==> src/rtl/wb_bus_arbiter.sv <==
// Two-master (RW priority, RO anti-starvation) to one-slave pipelined Wishbone arbiter
// with an outstanding-strobe limit and a no-ack watchdog that aborts hung cycles.
module wb_bus_arbiter #(
    parameter int AW      = 32,
    parameter int MW      = 64,
    parameter int BW      = MW / 8,
    parameter int MAX_OUT = 4,
    parameter int TIMEOUT = 255
) (
    input  logic          i_clk,
    input  logic          i_reset,
    input  logic          i_a_cyc,
    input  logic          i_a_stb,
    input  logic          i_a_we,
    input  logic [AW-1:0] i_a_addr,
    input  logic [MW-1:0] i_a_data,
    input  logic [BW-1:0] i_a_be,
    output logic          o_a_ack,
    output logic          o_a_stall,
    output logic          o_a_err,
    output logic [MW-1:0] o_a_data,
    input  logic          i_b_cyc,
    input  logic          i_b_stb,
    input  logic [AW-1:0] i_b_addr,
    output logic          o_b_ack,
    output logic          o_b_stall,
    output logic          o_b_err,
    output logic [MW-1:0] o_b_data,
    output logic          o_wb_cyc,
    output logic          o_wb_stb,
    output logic          o_wb_we,
    output logic [AW-1:0] o_wb_addr,
    output logic [MW-1:0] o_wb_data,
    output logic [BW-1:0] o_wb_be,
    input  logic          i_wb_ack,
    input  logic          i_wb_stall,
    input  logic          i_wb_err,
    input  logic [MW-1:0] i_wb_data,
    output logic [1:0]    o_grant
);

    // State encoding equals the grant code, so o_grant doubles as the FSM debug view.
    typedef enum logic [1:0] {
        ST_IDLE    = 2'b00,
        ST_GRANT_A = 2'b01,
        ST_GRANT_B = 2'b10
    } state_t;

    localparam logic [3:0]  MAX_OUT_C = 4'(MAX_OUT);
    localparam logic [15:0] TIMEOUT_C = 16'(TIMEOUT);

    state_t      state, state_next;
    logic [3:0]  outstanding, outstanding_next;
    logic [15:0] watchdog, watchdog_next;
    logic        ro_waited, ro_waited_next;

    logic owner_cyc, owner_stb, granted, wd_expired, abort;
    logic out_full, ack_valid, wb_cyc, wb_stb, stb_accept;

    // Handshake: stb is valid, !stall is ready; a strobe transfers in any cycle with
    // stb && !stall, on both the master side and the downstream side.
    always_comb begin
        owner_cyc = 1'b0;
        owner_stb = 1'b0;
        case (state)
            ST_GRANT_A: begin owner_cyc = i_a_cyc; owner_stb = i_a_stb; end
            ST_GRANT_B: begin owner_cyc = i_b_cyc; owner_stb = i_b_stb; end
            default:    begin owner_cyc = 1'b0;    owner_stb = 1'b0;    end
        endcase
    end

    assign granted    = (state != ST_IDLE);
    assign wd_expired = granted && (watchdog >= TIMEOUT_C);
    assign abort      = granted && (i_wb_err || wd_expired);
    assign out_full   = (outstanding >= MAX_OUT_C);
    assign ack_valid  = i_wb_ack && (outstanding != 4'd0);
    assign wb_cyc     = owner_cyc && !abort;
    assign wb_stb     = owner_stb && wb_cyc && !out_full;
    assign stb_accept = wb_stb && !i_wb_stall;

    always_ff @(posedge i_clk or posedge i_reset) begin
        if (i_reset) begin
            state       <= ST_IDLE;
            outstanding <= 4'd0;
            watchdog    <= 16'd0;
            ro_waited   <= 1'b0;
        end else begin
            state       <= state_next;
            outstanding <= outstanding_next;
            watchdog    <= watchdog_next;
            ro_waited   <= ro_waited_next;
        end
    end

    always_comb begin
        state_next       = state;
        ro_waited_next   = ro_waited;
        outstanding_next = outstanding;
        watchdog_next    = watchdog;
        case (state)
            ST_IDLE: begin
                if (i_a_cyc && i_b_cyc) state_next = ro_waited ? ST_GRANT_B : ST_GRANT_A;
                else if (i_a_cyc)       state_next = ST_GRANT_A;
                else if (i_b_cyc)       state_next = ST_GRANT_B;
            end
            ST_GRANT_A: begin
                if (i_b_cyc) ro_waited_next = 1'b1;
                if (abort || !i_a_cyc) state_next = ST_IDLE;
            end
            ST_GRANT_B: begin
                if (abort || !i_b_cyc) state_next = ST_IDLE;
            end
            default: state_next = ST_IDLE;
        endcase

        if (state != ST_GRANT_B && state_next == ST_GRANT_B) ro_waited_next = 1'b0;

        // Leaving a tenure for any reason discards whatever is still in flight.
        if (state_next == ST_IDLE) begin
            outstanding_next = 4'd0;
            watchdog_next    = 16'd0;
        end else begin
            if (stb_accept && !ack_valid)      outstanding_next = outstanding + 4'd1;
            else if (!stb_accept && ack_valid) outstanding_next = outstanding - 4'd1;
            if (i_wb_ack || outstanding == 4'd0) watchdog_next = 16'd0;
            else                                 watchdog_next = watchdog + 16'd1;
        end
    end

    always_comb begin
        o_wb_cyc  = wb_cyc;
        o_wb_stb  = wb_stb;
        o_wb_we   = 1'b0;
        o_wb_addr = '0;
        o_wb_data = '0;
        o_wb_be   = '0;
        case (state)
            ST_GRANT_A: begin
                o_wb_we   = i_a_we;
                o_wb_addr = i_a_addr;
                o_wb_data = i_a_data;
                o_wb_be   = i_a_be;
            end
            ST_GRANT_B: begin
                o_wb_addr = i_b_addr;
                o_wb_be   = '1;
            end
            default: ;
        endcase

        o_a_stall = (state == ST_GRANT_A) ? (i_wb_stall || out_full) : 1'b1;
        o_b_stall = (state == ST_GRANT_B) ? (i_wb_stall || out_full) : 1'b1;
        o_a_ack   = (state == ST_GRANT_A) && ack_valid;
        o_b_ack   = (state == ST_GRANT_B) && ack_valid;
        o_a_err   = (state == ST_GRANT_A) && abort;
        o_b_err   = (state == ST_GRANT_B) && abort;
        o_a_data  = i_wb_data;
        o_b_data  = i_wb_data;
        o_grant   = state;
    end

endmodule
==> config.mk <==
export PLATFORM = sky130hd
export DESIGN_NAME = wb_bus_arbiter
export DESIGN_NICKNAME = d
export VERILOG_FILES = /design/src/rtl/wb_bus_arbiter.sv
export SDC_FILE = /design/constraint.sdc
export NUM_CORES = 1
export LEC_CHECK = 0
export ABC_AREA = 0
export BUFFER_PORTS_ARGS = -buffer_cell sky130_fd_sc_hd__buf_2
export CAP_MARGIN = 10
export CORE_AREA = 10 10 166 168
export CTS_CLUSTER_SIZE = 14
export DETAILED_ROUTE_END_ITERATION = 16
export DIE_AREA = 0 0 176 178
export GPL_ROUTABILITY_DRIVEN = 1
export PLACE_DENSITY = 0.5
export SLEW_MARGIN = 10
export SYNTH_ARGS = -nofsm -noshare
export SYNTH_HDL_FRONTEND = slang
export SYNTH_SLANG_ARGS = --single-unit
==> constraint.sdc <==
create_clock -name i_clk -period 6.5 [get_ports i_clk]
set_input_delay 1.3 -clock i_clk [delete_from_list [all_inputs] [get_ports i_clk]]
set_output_delay 1.3 -clock i_clk [all_outputs]
set_load 0.02 [all_outputs]
# Yosys cells after proc, flatten, opt, wreduce, memory -nomap -nowiden
# Cells that the tools add are included.
op_classes:
  addsub: 3
  order_cmp: 2
  eq_ne: 4
  mux: 23
  reduce_logical: 36
op_table:
  columns: ["operator", "count"]
  rows:
  - ["$mux 64", 1]
  - ["$pmux 32 s2", 1]
  - ["$mux 16", 2]
  - ["$add 16x1->16 const B", 1]
  - ["$ge 16x8->1 const B", 1]
  - ["$pmux 8 s2", 1]
  - ["$logic_and 1x1->1", 15]
  - ["$mux 2", 6]
  - ["$mux 4", 3]
  - ["$logic_not 1->1", 7]
  - ["$mux 1", 6]
  - ["$pmux 2 s3", 1]
  - ["$reduce_bool 2->1", 3]
  - ["$logic_or 1x1->1", 5]
  - ["$add 4x1->4 const B", 1]
  - ["$eq 2x2->1 const B", 2]
  - ["$ge 4x3->1 const B", 1]
  - ["$logic_not 2->1", 2]
  - ["$logic_not 4->1", 1]
  - ["$pmux 1 s2", 2]
  - ["$reduce_bool 4->1", 1]
  - ["$sub 4x1->4 const B", 1]
  - ["$reduce_bool 3->1", 1]
  - ["$eq 2x1->1 const B", 1]
  - ["2 further kinds", 2]
word_totals:
  register_bits: 23
  inputBits: 210
  output_inout_bits: 243
  elab_cells: 72

# Longest topological paths before layout
# Gate-level depths: netlist of the first run.
depth:
  depth_word: 14
  mapped_depth: 13
  ltp_nobuf: 12

# Least setup slack after synthesis of the first run
# OpenSTA, ideal clock, no wires.
synth_path:
  path_kind: "input to output"
  from: "input port i_wb_err"
  to: "output port o_wb_cyc"
  arrival_ns: 2.064
  required_ns: 5.200
  slack_ns: 3.136
  path_stages: 4
  path_buffers: 0
  path_cell_list: "nor2_1 nand2_2 o21a_1 nor2_1"
synth_between:
  elab_chain_cells: 4
synth_lines:
  columns: ["element", "line", "rtl"]
  rows:
  - ["start, declared", "37", "input logic i_wb_err,"]
  - ["$logic_or 1x1->1", "74", "assign abort = granted && (i_wb_err || wd_expired);"]
  - ["$logic_and 1x1->1", "74", null]
  - ["$logic_not 1->1", "77", "assign wb_cyc = owner_cyc && !abort;"]
  - ["$logic_and 1x1->1", "77", null]
  - ["end, declared", "29", "output logic o_wb_cyc,"]
# Every way passes these cells.

# Final worst setup path of the first run
layout_path:
  from: "register state[0] (netlist: o_grant[0])"
  to: "register outstanding[3]"
layout_between:
  elab_chain_cells: 12
  word_cells_on_any_way: 29
  cone_classes: "eq/ne (2); mux (10); reduce/logical (17)"
layout_lines:
  columns: ["element", "line", "rtl"]
  rows:
  - ["start, declared", "52", "state_t state, state_next;"]
  - ["start signal, assigned", "88", "state <= state_next;"]
  - ["branches (longest 12 deep; another with $pmux 2 s3)", null, null]
  - ["end signal, assigned", "89", "outstanding <= outstanding_next;"]
  - ["end, declared", "53", "logic [3:0] outstanding, outstanding_next;"]
# Parallel ways; which one is timed is not known.
# A chain may end at the register's enable or synchronous reset.

==> results of run 1 <==
[cell type report]
cell class / count / area, sq um / area share, %
Timing Repair Buffer: 263 / 1324 / 31.61
Clock buffer: 4 / 78.83 / 1.882
Inverter: 12 / 45.04 / 1.076
Tap cell: 324 / 405.4 / 9.680
Sequential cell: 23 / 575.6 / 13.74
Antenna cell: 2 / 5.005 / 0.1195
Multi-Input combinational cell: 263 / 1754 / 41.89
[final timing paths]
path	from	end	slack, ns	cells past startpoint
worst max-delay path	o_grant[0]	outstanding[3]	2.75	13
worst min-delay path	watchdog[0]	watchdog[0]	0.48	1
worst max register to register	o_grant[0]	outstanding[3]	2.75	13
worst min register to register	watchdog[0]	watchdog[0]	0.48	1
max in group asynchronous	i_reset	watchdog[12]	4.69	2
min in group asynchronous	i_reset	ro_waited	1.24	2
[metrics by stage]
stage	total power, mW	area (sq um)	worst slack [ns]	instances
6_report	1.470	4188	2.747	891
5_1_grt	1.592	4183	2.488	889
4_1_cts	1.504	4183	2.729	889
3_5_place_dp	1.361	4104	2.733	885
3_3_place_gp	1.365	4104	2.816	885
2_1_floorplan	1.049	3433	3.136	449
[sequential cells by signal, indices dropped and copies added, names as in the netlist]
register / count
o_grant: 2
outstanding: 4
ro_waited: 1
watchdog: 16
[kinds of logic after synthesis]
| kind of cell | count (synthesis) | synth area share (%) |
|---|---|---|
| AND/OR/NAND/NOR | 176 | 29.66 |
| buffers and inverters | 163 | 32.58 |
| AO/OA/AOI/OAI | 63 | 13.78 |
| flip-flops | 23 | 16.76 |
| XOR/XNOR | 16 | 4.082 |
| adder cells (fa/ha/maj) | 8 | 3.134 |
[per-layer routing]
metal / GRT usage, % / up-vias
li1: - / 1568
met5: 0.4800 / -
met4: 1.731 / 8
met3: 7.674 / 20
met1: 12.06 / 1472
met2: 16.85 / 249
[Yosys cell counts, types with 3 or more instances]
master	number	share of area, %
sky130_fd_sc_hd__a21oi_1	12	1.7
sky130_fd_sc_hd__a22oi_1	32	7.0
sky130_fd_sc_hd__and2_1	69	13
sky130_fd_sc_hd__and3_1	5	0.91
sky130_fd_sc_hd__buf_4	128	28
sky130_fd_sc_hd__clkbuf_1	20	2.2
sky130_fd_sc_hd__dfrtp_1	23	17
sky130_fd_sc_hd__ha_1	7	2.6
sky130_fd_sc_hd__inv_1	12	1.3
sky130_fd_sc_hd__nand2_1	9	0.98
sky130_fd_sc_hd__nand3_1	5	0.73
sky130_fd_sc_hd__nand4_1	4	0.73
sky130_fd_sc_hd__nor2_1	28	3.1
sky130_fd_sc_hd__nor2b_1	42	7.7
sky130_fd_sc_hd__nor3_1	3	0.44
sky130_fd_sc_hd__or3_1	3	0.55
sky130_fd_sc_hd__xnor2_1	8	2.0
sky130_fd_sc_hd__xor2_1	8	2.0
[cells in the final DEF (no fill, tap or decap), types with 2 or more instances in the layout]
cell type	netlist	routed
sky130_fd_sc_hd__nor4_1	2	2
sky130_fd_sc_hd__nand3_1	5	5
sky130_fd_sc_hd__o21ai_0	2	2
sky130_fd_sc_hd__and3_1	5	5
sky130_fd_sc_hd__a21oi_1	12	12
sky130_fd_sc_hd__nand2_1	9	9
sky130_fd_sc_hd__dfrtp_1	23	23
sky130_fd_sc_hd__nor2_1	28	28
sky130_fd_sc_hd__buf_4	128	3
sky130_fd_sc_hd__nand4_1	4	4
sky130_fd_sc_hd__nor3_1	3	3
sky130_fd_sc_hd__xnor2_1	8	8
sky130_fd_sc_hd__buf_2	0	260
sky130_fd_sc_hd__clkbuf_16	0	3
sky130_fd_sc_hd__and2_1	69	69
sky130_fd_sc_hd__ha_1	7	5
sky130_fd_sc_hd__or3_1	3	3
sky130_fd_sc_hd__nor2b_1	42	42
sky130_fd_sc_hd__diode_2	0	2
sky130_fd_sc_hd__inv_1	12	12
sky130_fd_sc_hd__a22oi_1	32	32
sky130_fd_sc_hd__o21a_1	2	2
sky130_fd_sc_hd__xor2_1	8	8
[power groups by stage]
| stage | registers [mW] | clock network, mW | logic, mW |
|---|---|---|---|
| 6_report | 0.188 | 0.136 | 1.15 |
| 5_1_grt | 0.192 | 0.145 | 1.26 |
| 4_1_cts | 0.188 | 0.140 | 1.18 |
| 3_5_place_dp | 0.191 | 0 | 1.17 |
| 3_3_place_gp | 0.190 | 0 | 1.18 |
| 2_1_floorplan | 0.189 | 0 | 0.861 |
==> report_table.html, run 1 <==
<table>
<tr><th>Metric</th><th>Value</th></tr>
<tr><th colspan="2">Route</th></tr>
<tr><td>Highest metal layer used by the detailed router</td><td>met5</td></tr>
<tr><td>Routed Antenna Nets</td><td>0</td></tr>
<tr><td>Wire length on met1</td><td>around 7200 um</td></tr>
<tr><td>Pre-Repair DR Iteration Count</td><td>4</td></tr>
<tr><td>Post-route DRC violation count</td><td>0</td></tr>
<tr><td>Routed WL</td><td>~19000 um</td></tr>
<tr><td>Violation count after the first detailed-route iteration</td><td>~140</td></tr>
<tr><td>Detail-routed net length per standard cell</td><td>~21 um</td></tr>
<tr><td>Via-to-Cell Ratio</td><td>approximately 3.7</td></tr>
<tr><td>Via total after detailed routing</td><td>3317</td></tr>
<tr><td>Met2 routed wirelength</td><td>8596 um</td></tr>
<tr><td>Length of routed met3 wiring</td><td>2884 um</td></tr>
<tr><th colspan="2">Yosys</th></tr>
<tr><td>Number of synthesized flops with an enable pin</td><td>0</td></tr>
<tr><td>Count of mapped cells out of synthesis</td><td>449</td></tr>
<tr><td>Post-synthesis instance area</td><td>approximately 3400 sq um</td></tr>
<tr><td>Number of warnings issued by yosys</td><td>0</td></tr>
<tr><td>Flip-flop and latch count after synthesis</td><td>23</td></tr>
<tr><td>Async S/R FF share, synth</td><td>100.0%</td></tr>
<tr><td>Synthesized area per cell</td><td>between 7 and 8 sq um</td></tr>
<tr><td>Part of the Yosys area used for sequential elements</td><td>between 10% and 20%</td></tr>
<tr><td>Number of nets produced by synthesis</td><td>667</td></tr>
<tr><td>Main synth FF type</td><td>sky130_fd_sc_hd__dfrtp_1</td></tr>
<tr><td>Unique cell type count in the Yosys netlist</td><td>between 40 and 50</td></tr>
<tr><th colspan="2">Power and ir drop</th></tr>
<tr><td>Maximum VDD drop</td><td>roughly 110 uV</td></tr>
<tr><td>P per Cell Area</td><td>between 300 and 400 nW/um^2</td></tr>
<tr><td>Internal power of the cells</td><td>about 0.65 mW</td></tr>
<tr><td>Proportion of power drawn by combinational gates</td><td>78.0%</td></tr>
<tr><td>Part of the power in the clock network</td><td>under 10%</td></tr>
<tr><td>Leakage Power</td><td>approximately 2.2 nW</td></tr>
<tr><td>Fraction of power spent switching nets</td><td>55.53%</td></tr>
<tr><td>Sw power</td><td>about 0.82 mW</td></tr>
<tr><td>Sequential group share of total power</td><td>between 10% and 20%</td></tr>
<tr><th colspan="2">STA</th></tr>
<tr><td>Count of endpoints failing setup in the final report</td><td>0</td></tr>
<tr><td>Final worst path period share</td><td>~58%</td></tr>
<tr><td>Final Slew Violations</td><td>0</td></tr>
<tr><td>Total count of hold-check failures in the final report</td><td>0</td></tr>
<tr><td>Worst hold slack</td><td>0.4839 ns</td></tr>
<tr><td>Final min period</td><td>3.753 ns</td></tr>
<tr><td>Achievable frequency</td><td>0.2664 GHz</td></tr>
<tr><td>Max-slew headroom at the worst pin</td><td>around 38%</td></tr>
<tr><td>Setup_tns</td><td>0 ns</td></tr>
<tr><td>Setup repair after global routing missed its margin</td><td>false</td></tr>
<tr><td>Transition time at the pin with the least slew margin</td><td>about 0.93 ns</td></tr>
<tr><td>Setup skew after layout</td><td>between 0.003 and 0.004 ns</td></tr>
<tr><th colspan="2">Setup path</th></tr>
<tr><td>Number of buffer and inverter instances along the worst setup path</td><td>2</td></tr>
<tr><td>Startpoint kind of the worst setup timing path</td><td>flip-flop</td></tr>
<tr><td>Largest fanout on the critical path</td><td>39</td></tr>
<tr><td>Maximum cell stage delay along the critical path</td><td>0.49 ns</td></tr>
<tr><td>Type of the setup path with the least slack</td><td>reg2reg</td></tr>
<tr><td>Required time of the worst setup path</td><td>approximately 6.6 ns</td></tr>
<tr><td>Type of destination of the critical path</td><td>flip-flop</td></tr>
<tr><td>Crit path cell chain</td><td>inv_1 &gt; ha_2 &gt; buf_4 &gt; a22o_4 &gt; nand4_1 &gt; or2_2 &gt; or3_1 &gt; ha_1 &gt; a21o_1 &gt; a21oi_1 &gt; o211a_1 &gt; o21ai_0 &gt; nor3b_1</td></tr>
<tr><td>Data arrival at the endpoint of the critical path</td><td>slightly below 4 ns</td></tr>
<tr><td>Crit path max-delay cell type</td><td>sky130_fd_sc_hd__dfrtp_1</td></tr>
<tr><td>Category of cells accounting for the largest share of critical-path delay</td><td>simple AND/OR/NAND/NOR gates</td></tr>
<tr><th colspan="2">Clock network</th></tr>
<tr><td>Deepest level of the CTS H-tree</td><td>1</td></tr>
<tr><td>Setup Fix Bufs, Post-CTS</td><td>0</td></tr>
<tr><td>Clock tree sinks</td><td>23</td></tr>
<tr><td>Gates resized, CTS repair</td><td>0</td></tr>
<tr><td>Worst skew pair latency</td><td>~0.26 ns</td></tr>
<tr><td>Number of buffers created by CTS</td><td>3</td></tr>
<tr><td>Maximum root-to-sink buffer count</td><td>2</td></tr>
<tr><td>Clock tree from TritonCTS</td><td>yes</td></tr>
<tr><td>Clock root buffer</td><td>sky130_fd_sc_hd__clkbuf_16</td></tr>
<tr><td>Clock transition at path regs</td><td>around 0.06 ns</td></tr>
<tr><td>Quantity of hold-fixing buffers added after cts</td><td>0</td></tr>
<tr><th colspan="2">Global routing</th></tr>
<tr><td>Via count of the first global-routing pass</td><td>3435</td></tr>
<tr><td>Global-route wire length before repair</td><td>25650 um</td></tr>
<tr><td>Grt total ovfl</td><td>0</td></tr>
<tr><td>Number of antenna violations at the first check in global routing</td><td>3</td></tr>
<tr><td>All-Layer GR Usage</td><td>between 10% and 20%</td></tr>
<tr><td>Pin count of the biggest net entering global routing</td><td>59</td></tr>
<tr><th colspan="2">Floorplan</th></tr>
<tr><td>Die Height</td><td>between 150 and 200 um</td></tr>
<tr><td>Chip width</td><td>between 150 and 200 um</td></tr>
<tr><td>DIE AREA</td><td>between 30000 and 40000 sq um</td></tr>
<tr><td>Io pins</td><td>around 450</td></tr>
<tr><td>Site row count</td><td>57</td></tr>
<tr><td>Area inside the core boundary</td><td>24110 sq um</td></tr>
<tr><td>Starting Density</td><td>14.24%</td></tr>
<tr><th colspan="2">Finish</th></tr>
<tr><td>Fraction of layout cells with a size suffix above 1</td><td>roughly 49%</td></tr>
<tr><td>Layout overhead on the synthesized area</td><td>21.98%</td></tr>
<tr><td>Fillers</td><td>between 2000 and 3000</td></tr>
<tr><td>Final net count</td><td>a little under 800</td></tr>
<tr><td>Util after Layout</td><td>between 15 and 20%</td></tr>
<tr><th colspan="2">Place</th></tr>
<tr><td>Final weighted congestion in routability-driven placement</td><td>about 0.86</td></tr>
<tr><td>Number of port buffers</td><td>260</td></tr>
<tr><td>Detailed placement HPWL</td><td>around 16000 um</td></tr>
<tr><th colspan="2">Min path</th></tr>
<tr><td>HP Class</td><td>reg2reg</td></tr>
<tr><th colspan="2">Run</th></tr>
<tr><td>Max capacitance violation total</td><td>0</td></tr>
<tr><th colspan="2">Run status</th></tr>
<tr><td>Result of the run</td><td>finished, final reports clean</td></tr>
</table>
Power figures use the tool's default switching activity.
==> run 2: changes to the inputs <==
--- a/config.mk
+++ b/config.mk
@@ -8,12 +8,12 @@
 export ABC_AREA = 0
 export BUFFER_PORTS_ARGS = -buffer_cell sky130_fd_sc_hd__buf_2
 export CAP_MARGIN = 10
-export CORE_AREA = 10 10 166 168
+export CORE_AREA = 10 10 167 169
 export CTS_CLUSTER_SIZE = 14
 export DETAILED_ROUTE_END_ITERATION = 16
-export DIE_AREA = 0 0 176 178
+export DIE_AREA = 0 0 177 179
 export GPL_ROUTABILITY_DRIVEN = 1
-export PLACE_DENSITY = 0.5
+export PLACE_DENSITY = 0.51
 export SLEW_MARGIN = 10
 export SYNTH_ARGS = -nofsm -noshare
 export SYNTH_HDL_FRONTEND = slang
==> constraint.sdc (replaced) <==
create_clock -name i_clk -period 3.4 [get_ports i_clk]
set_input_delay 0.68 -clock i_clk [delete_from_list [all_inputs] [get_ports i_clk]]
set_output_delay 0.68 -clock i_clk [all_outputs]
set_load 0.02 [all_outputs]
==> report_table.html, run 2 (synthesis results as in run 1) <==
<table>
<tr><th>Metric</th><th>Value</th></tr>
<tr><th colspan="2">Power and ir drop</th></tr>
<tr><td>P per Cell Area</td><td>between 600 and 700 nW/um^2</td></tr>
<tr><td>Fraction of power spent switching nets</td><td>55.54%</td></tr>
<tr><td>Maximum VDD drop</td><td>a little under 700 uV</td></tr>
<tr><td>Sw power</td><td>~1.6 mW</td></tr>
<tr><td>Leakage Power</td><td>between 2 and 2.5 nW</td></tr>
<tr><td>Sequential group share of total power</td><td>roughly 13%</td></tr>
<tr><td>Part of the power in the clock network</td><td>a little under a tenth</td></tr>
<tr><td>Proportion of power drawn by combinational gates</td><td>about four fifths</td></tr>
<tr><td>Internal power of the cells</td><td>between 1 and 1.5 mW</td></tr>
<tr><th colspan="2">Setup path</th></tr>
<tr><td>Type of destination of the critical path</td><td>output port</td></tr>
<tr><td>Startpoint kind of the worst setup timing path</td><td>flip-flop</td></tr>
<tr><td>Crit path cell chain</td><td>inv_1 &gt; ha_4 &gt; buf_4 &gt; a22oi_1 &gt; nor2b_1 &gt; buf_2</td></tr>
<tr><td>Required time of the worst setup path</td><td>around 2.7 ns</td></tr>
<tr><td>Data arrival at the endpoint of the critical path</td><td>~2.4 ns</td></tr>
<tr><td>Worst flop-to-flop path startpoint</td><td>o_grant[0]</td></tr>
<tr><td>Worst R2R End</td><td>outstanding[3]</td></tr>
<tr><td>Register-to-register setup slack</td><td>between 0.3 and 0.4 ns</td></tr>
<tr><td>Largest fanout on the critical path</td><td>approximately 110</td></tr>
<tr><td>Maximum cell stage delay along the critical path</td><td>between 0.7 and 0.8 ns</td></tr>
<tr><td>Crit path max-delay cell type</td><td>sky130_fd_sc_hd__buf_4</td></tr>
<tr><td>Type of the setup path with the least slack</td><td>reg2out</td></tr>
<tr><td>Number of cells on the worst reg-to-reg path</td><td>12</td></tr>
<tr><th colspan="2">Finish</th></tr>
<tr><td>Fillers</td><td>roughly 2900</td></tr>
<tr><td>Sequential cell area</td><td>about 580 sq um</td></tr>
<tr><td>Layout Cells excl Fill</td><td>about 900</td></tr>
<tr><td>Most used cells in the layout excluding fill and tap cells</td><td>sky130_fd_sc_hd__buf_2 (260), sky130_fd_sc_hd__and2_1 (69), sky130_fd_sc_hd__nor2b_1 (42)</td></tr>
<tr><td>Commonest non-fill, non-tap cell in the layout</td><td>sky130_fd_sc_hd__buf_2</td></tr>
<tr><td>Footprint of the multi-input gates</td><td>around 1800 sq um</td></tr>
<tr><td>Max reg flops</td><td>16</td></tr>
<tr><td>Biggest register</td><td>watchdog</td></tr>
<tr><td>Fraction of layout cells with a size suffix above 1</td><td>49.38%</td></tr>
<tr><td>Final net count</td><td>just under 800</td></tr>
<tr><td>Layout overhead on the synthesized area</td><td>22.56%</td></tr>
<tr><th colspan="2">Route</th></tr>
<tr><td>Via total after detailed routing</td><td>between 3000 and 4000</td></tr>
<tr><td>Length of routed met3 wiring</td><td>roughly 2900 um</td></tr>
<tr><td>Post-route DRC violation count</td><td>0</td></tr>
<tr><td>Routed WL</td><td>between 15000 and 20000 um</td></tr>
<tr><td>Routed Antenna Nets</td><td>0</td></tr>
<tr><td>Detail-routed net length per standard cell</td><td>approximately 21 um</td></tr>
<tr><td>Pre-Repair DR Iteration Count</td><td>4</td></tr>
<tr><td>Via-to-Cell Ratio</td><td>~3.8</td></tr>
<tr><td>Violation count after the first detailed-route iteration</td><td>roughly 150</td></tr>
<tr><td>Wire length on met1</td><td>around 7300 um</td></tr>
<tr><td>Met2 routed wirelength</td><td>approximately 8600 um</td></tr>
<tr><td>Highest metal layer used by the detailed router</td><td>met5</td></tr>
<tr><th colspan="2">STA</th></tr>
<tr><td>Max-slew headroom at the worst pin</td><td>roughly a third</td></tr>
<tr><td>Count of endpoints failing setup in the final report</td><td>0</td></tr>
<tr><td>Transition time at the pin with the least slew margin</td><td>about 1.0 ns</td></tr>
<tr><td>Final worst path period share</td><td>about nine tenths</td></tr>
<tr><td>Setup repair after global routing missed its margin</td><td>false</td></tr>
<tr><td>Final min period</td><td>between 3 and 4 ns</td></tr>
<tr><td>Worst setup slack after layout</td><td>0.2809 ns</td></tr>
<tr><td>Achievable frequency</td><td>roughly 0.32 GHz</td></tr>
<tr><td>Setup skew after layout</td><td>between 0.003 and 0.004 ns</td></tr>
<tr><td>Final Slew Violations</td><td>0</td></tr>
<tr><td>Total count of hold-check failures in the final report</td><td>0</td></tr>
<tr><td>Setup_tns</td><td>0 ns</td></tr>
<tr><th colspan="2">Clock network</th></tr>
<tr><td>Setup Fix Bufs, Post-CTS</td><td>0</td></tr>
<tr><td>Worst skew pair latency</td><td>between 0.2 and 0.3 ns</td></tr>
<tr><td>Clock root buffer</td><td>sky130_fd_sc_hd__clkbuf_16</td></tr>
<tr><td>Quantity of hold-fixing buffers added after cts</td><td>0</td></tr>
<tr><td>Number of buffers created by CTS</td><td>3</td></tr>
<tr><td>Maximum root-to-sink buffer count</td><td>2</td></tr>
<tr><td>Deepest level of the CTS H-tree</td><td>1</td></tr>
<tr><td>Clock tree sinks</td><td>23</td></tr>
<tr><td>Gates resized, CTS repair</td><td>0</td></tr>
<tr><td>Clock tree from TritonCTS</td><td>yes</td></tr>
<tr><td>Clock transition at path regs</td><td>roughly 0.060 ns</td></tr>
<tr><th colspan="2">Min path</th></tr>
<tr><td>Worst hold path stage count</td><td>1</td></tr>
<tr><td>HP Class</td><td>reg2reg</td></tr>
<tr><td>WHS Endpoint</td><td>watchdog[0]</td></tr>
<tr><td>Hold Startpoint</td><td>watchdog[0]</td></tr>
<tr><th colspan="2">Floorplan</th></tr>
<tr><td>Die Height</td><td>~180 um</td></tr>
<tr><td>Io pins</td><td>453</td></tr>
<tr><td>Area inside the core boundary</td><td>between 20000 and 25000 sq um</td></tr>
<tr><td>Chip width</td><td>about 180 um</td></tr>
<tr><td>Site row count</td><td>58</td></tr>
<tr><td>Starting Density</td><td>between 10% and 20%</td></tr>
<tr><td>DIE AREA</td><td>around 32000 sq um</td></tr>
<tr><th colspan="2">Global routing</th></tr>
<tr><td>Pin count of the biggest net entering global routing</td><td>109</td></tr>
<tr><td>Number of antenna violations at the first check in global routing</td><td>9</td></tr>
<tr><td>Via count of the first global-routing pass</td><td>3426</td></tr>
<tr><td>All-Layer GR Usage</td><td>a little over a tenth</td></tr>
<tr><td>Grt total ovfl</td><td>0</td></tr>
<tr><td>Global-route wire length before repair</td><td>25450 um</td></tr>
<tr><th colspan="2">Place</th></tr>
<tr><td>Final weighted congestion in routability-driven placement</td><td>0.7961</td></tr>
<tr><td>Number of port buffers</td><td>between 200 and 300</td></tr>
<tr><td>Worst setup timing slack at the placement stage</td><td>approximately 0.38 ns</td></tr>
<tr><td>Detailed placement HPWL</td><td>between 15000 and 20000 um</td></tr>
<tr><td>Placed cell count</td><td>just under 900</td></tr>
<tr><th colspan="2">Run status</th></tr>
<tr><td>Result of the run</td><td>finished, final reports clean</td></tr>
<tr><th colspan="2">Run</th></tr>
<tr><td>Max capacitance violation total</td><td>0</td></tr>
</table>
-- run 2: changes by cell type in the layout (fill, tap and decap cells not counted) --
| cell | delta |
|---|---|
| sky130_fd_sc_hd__diode_2 | -1 |
| sky130_fd_sc_hd__buf_4 | +2 |
-- run 2: power by group through the flow --
stage / clock network [mW] / registers, mW / logic, mW
2_1_floorplan: 0 / 0.360 / 1.65
3_3_place_gp: 0 / 0.362 / 2.25
3_5_place_dp: 0 / 0.362 / 2.26
4_1_cts: 0.266 / 0.357 / 2.27
6_report: 0.259 / 0.358 / 2.21
5_1_grt: 0.282 / 0.364 / 2.40
-- run 2: layer usage --
layer,track usage [%],vias up
met5,0,-
met4,1.156,6
met3,7.287,23
met2,16.39,275
met1,12.48,1555
li1,-,1577
-- run 2: area by class of cell --
cell class | instances | area share (%)
repair buffers | 265 | 31.82
clock buffers | 4 | 1.873
diodes | 1 | 0.05947
well taps | 330 | 9.813
multi-input cells | 263 | 41.69
flip-flops and latches | 23 | 13.68
inverters | 12 | 1.070
-- run 2: stage by stage --
stage / area [sq um] / util (%) / hold slack (ns) / power [mW]
2_1_floorplan: 3433 / - / 0.4430 / 2.006
4_1_cts: 4205 / 16.99 / 0.4895 / 2.897
3_5_place_dp: 4126 / 16.68 / 0.4809 / 2.623
6_report: 4208 / 17.00 / 0.4853 / 2.832
3_3_place_gp: 4126 / 16.68 / 0.4721 / 2.611
5_1_grt: 4208 / 17.00 / 0.5164 / 3.047
-- run 2: worst max-delay path: cells and delay by family, from the launching register on --
kind / cells / cell delay, ns
simple gates: 1 / 0.19
fa+ha+maj: 1 / 0.17
flops: 1 / 0.44
compound gates: 1 / 0.24
buf+inv: 3 / 1.11
-- run 2: worst max path at each step --
stage / endpoint / from / cells after the start / slack, ns
4_1_cts: o_wb_addr[25] / o_grant[1] / 6 / 0.26
2_1_floorplan: outstanding[3] / o_grant[0] / 13 / 0.44
5_1_grt: o_wb_addr[21] / o_grant[1] / 6 / 0.1
6_report: o_wb_addr[12] / o_grant[1] / 6 / 0.28
3_3_place_gp: outstanding[3] / i_a_cyc / 11 / 0.40
3_5_place_dp: outstanding[3] / i_a_cyc / 11 / 0.38
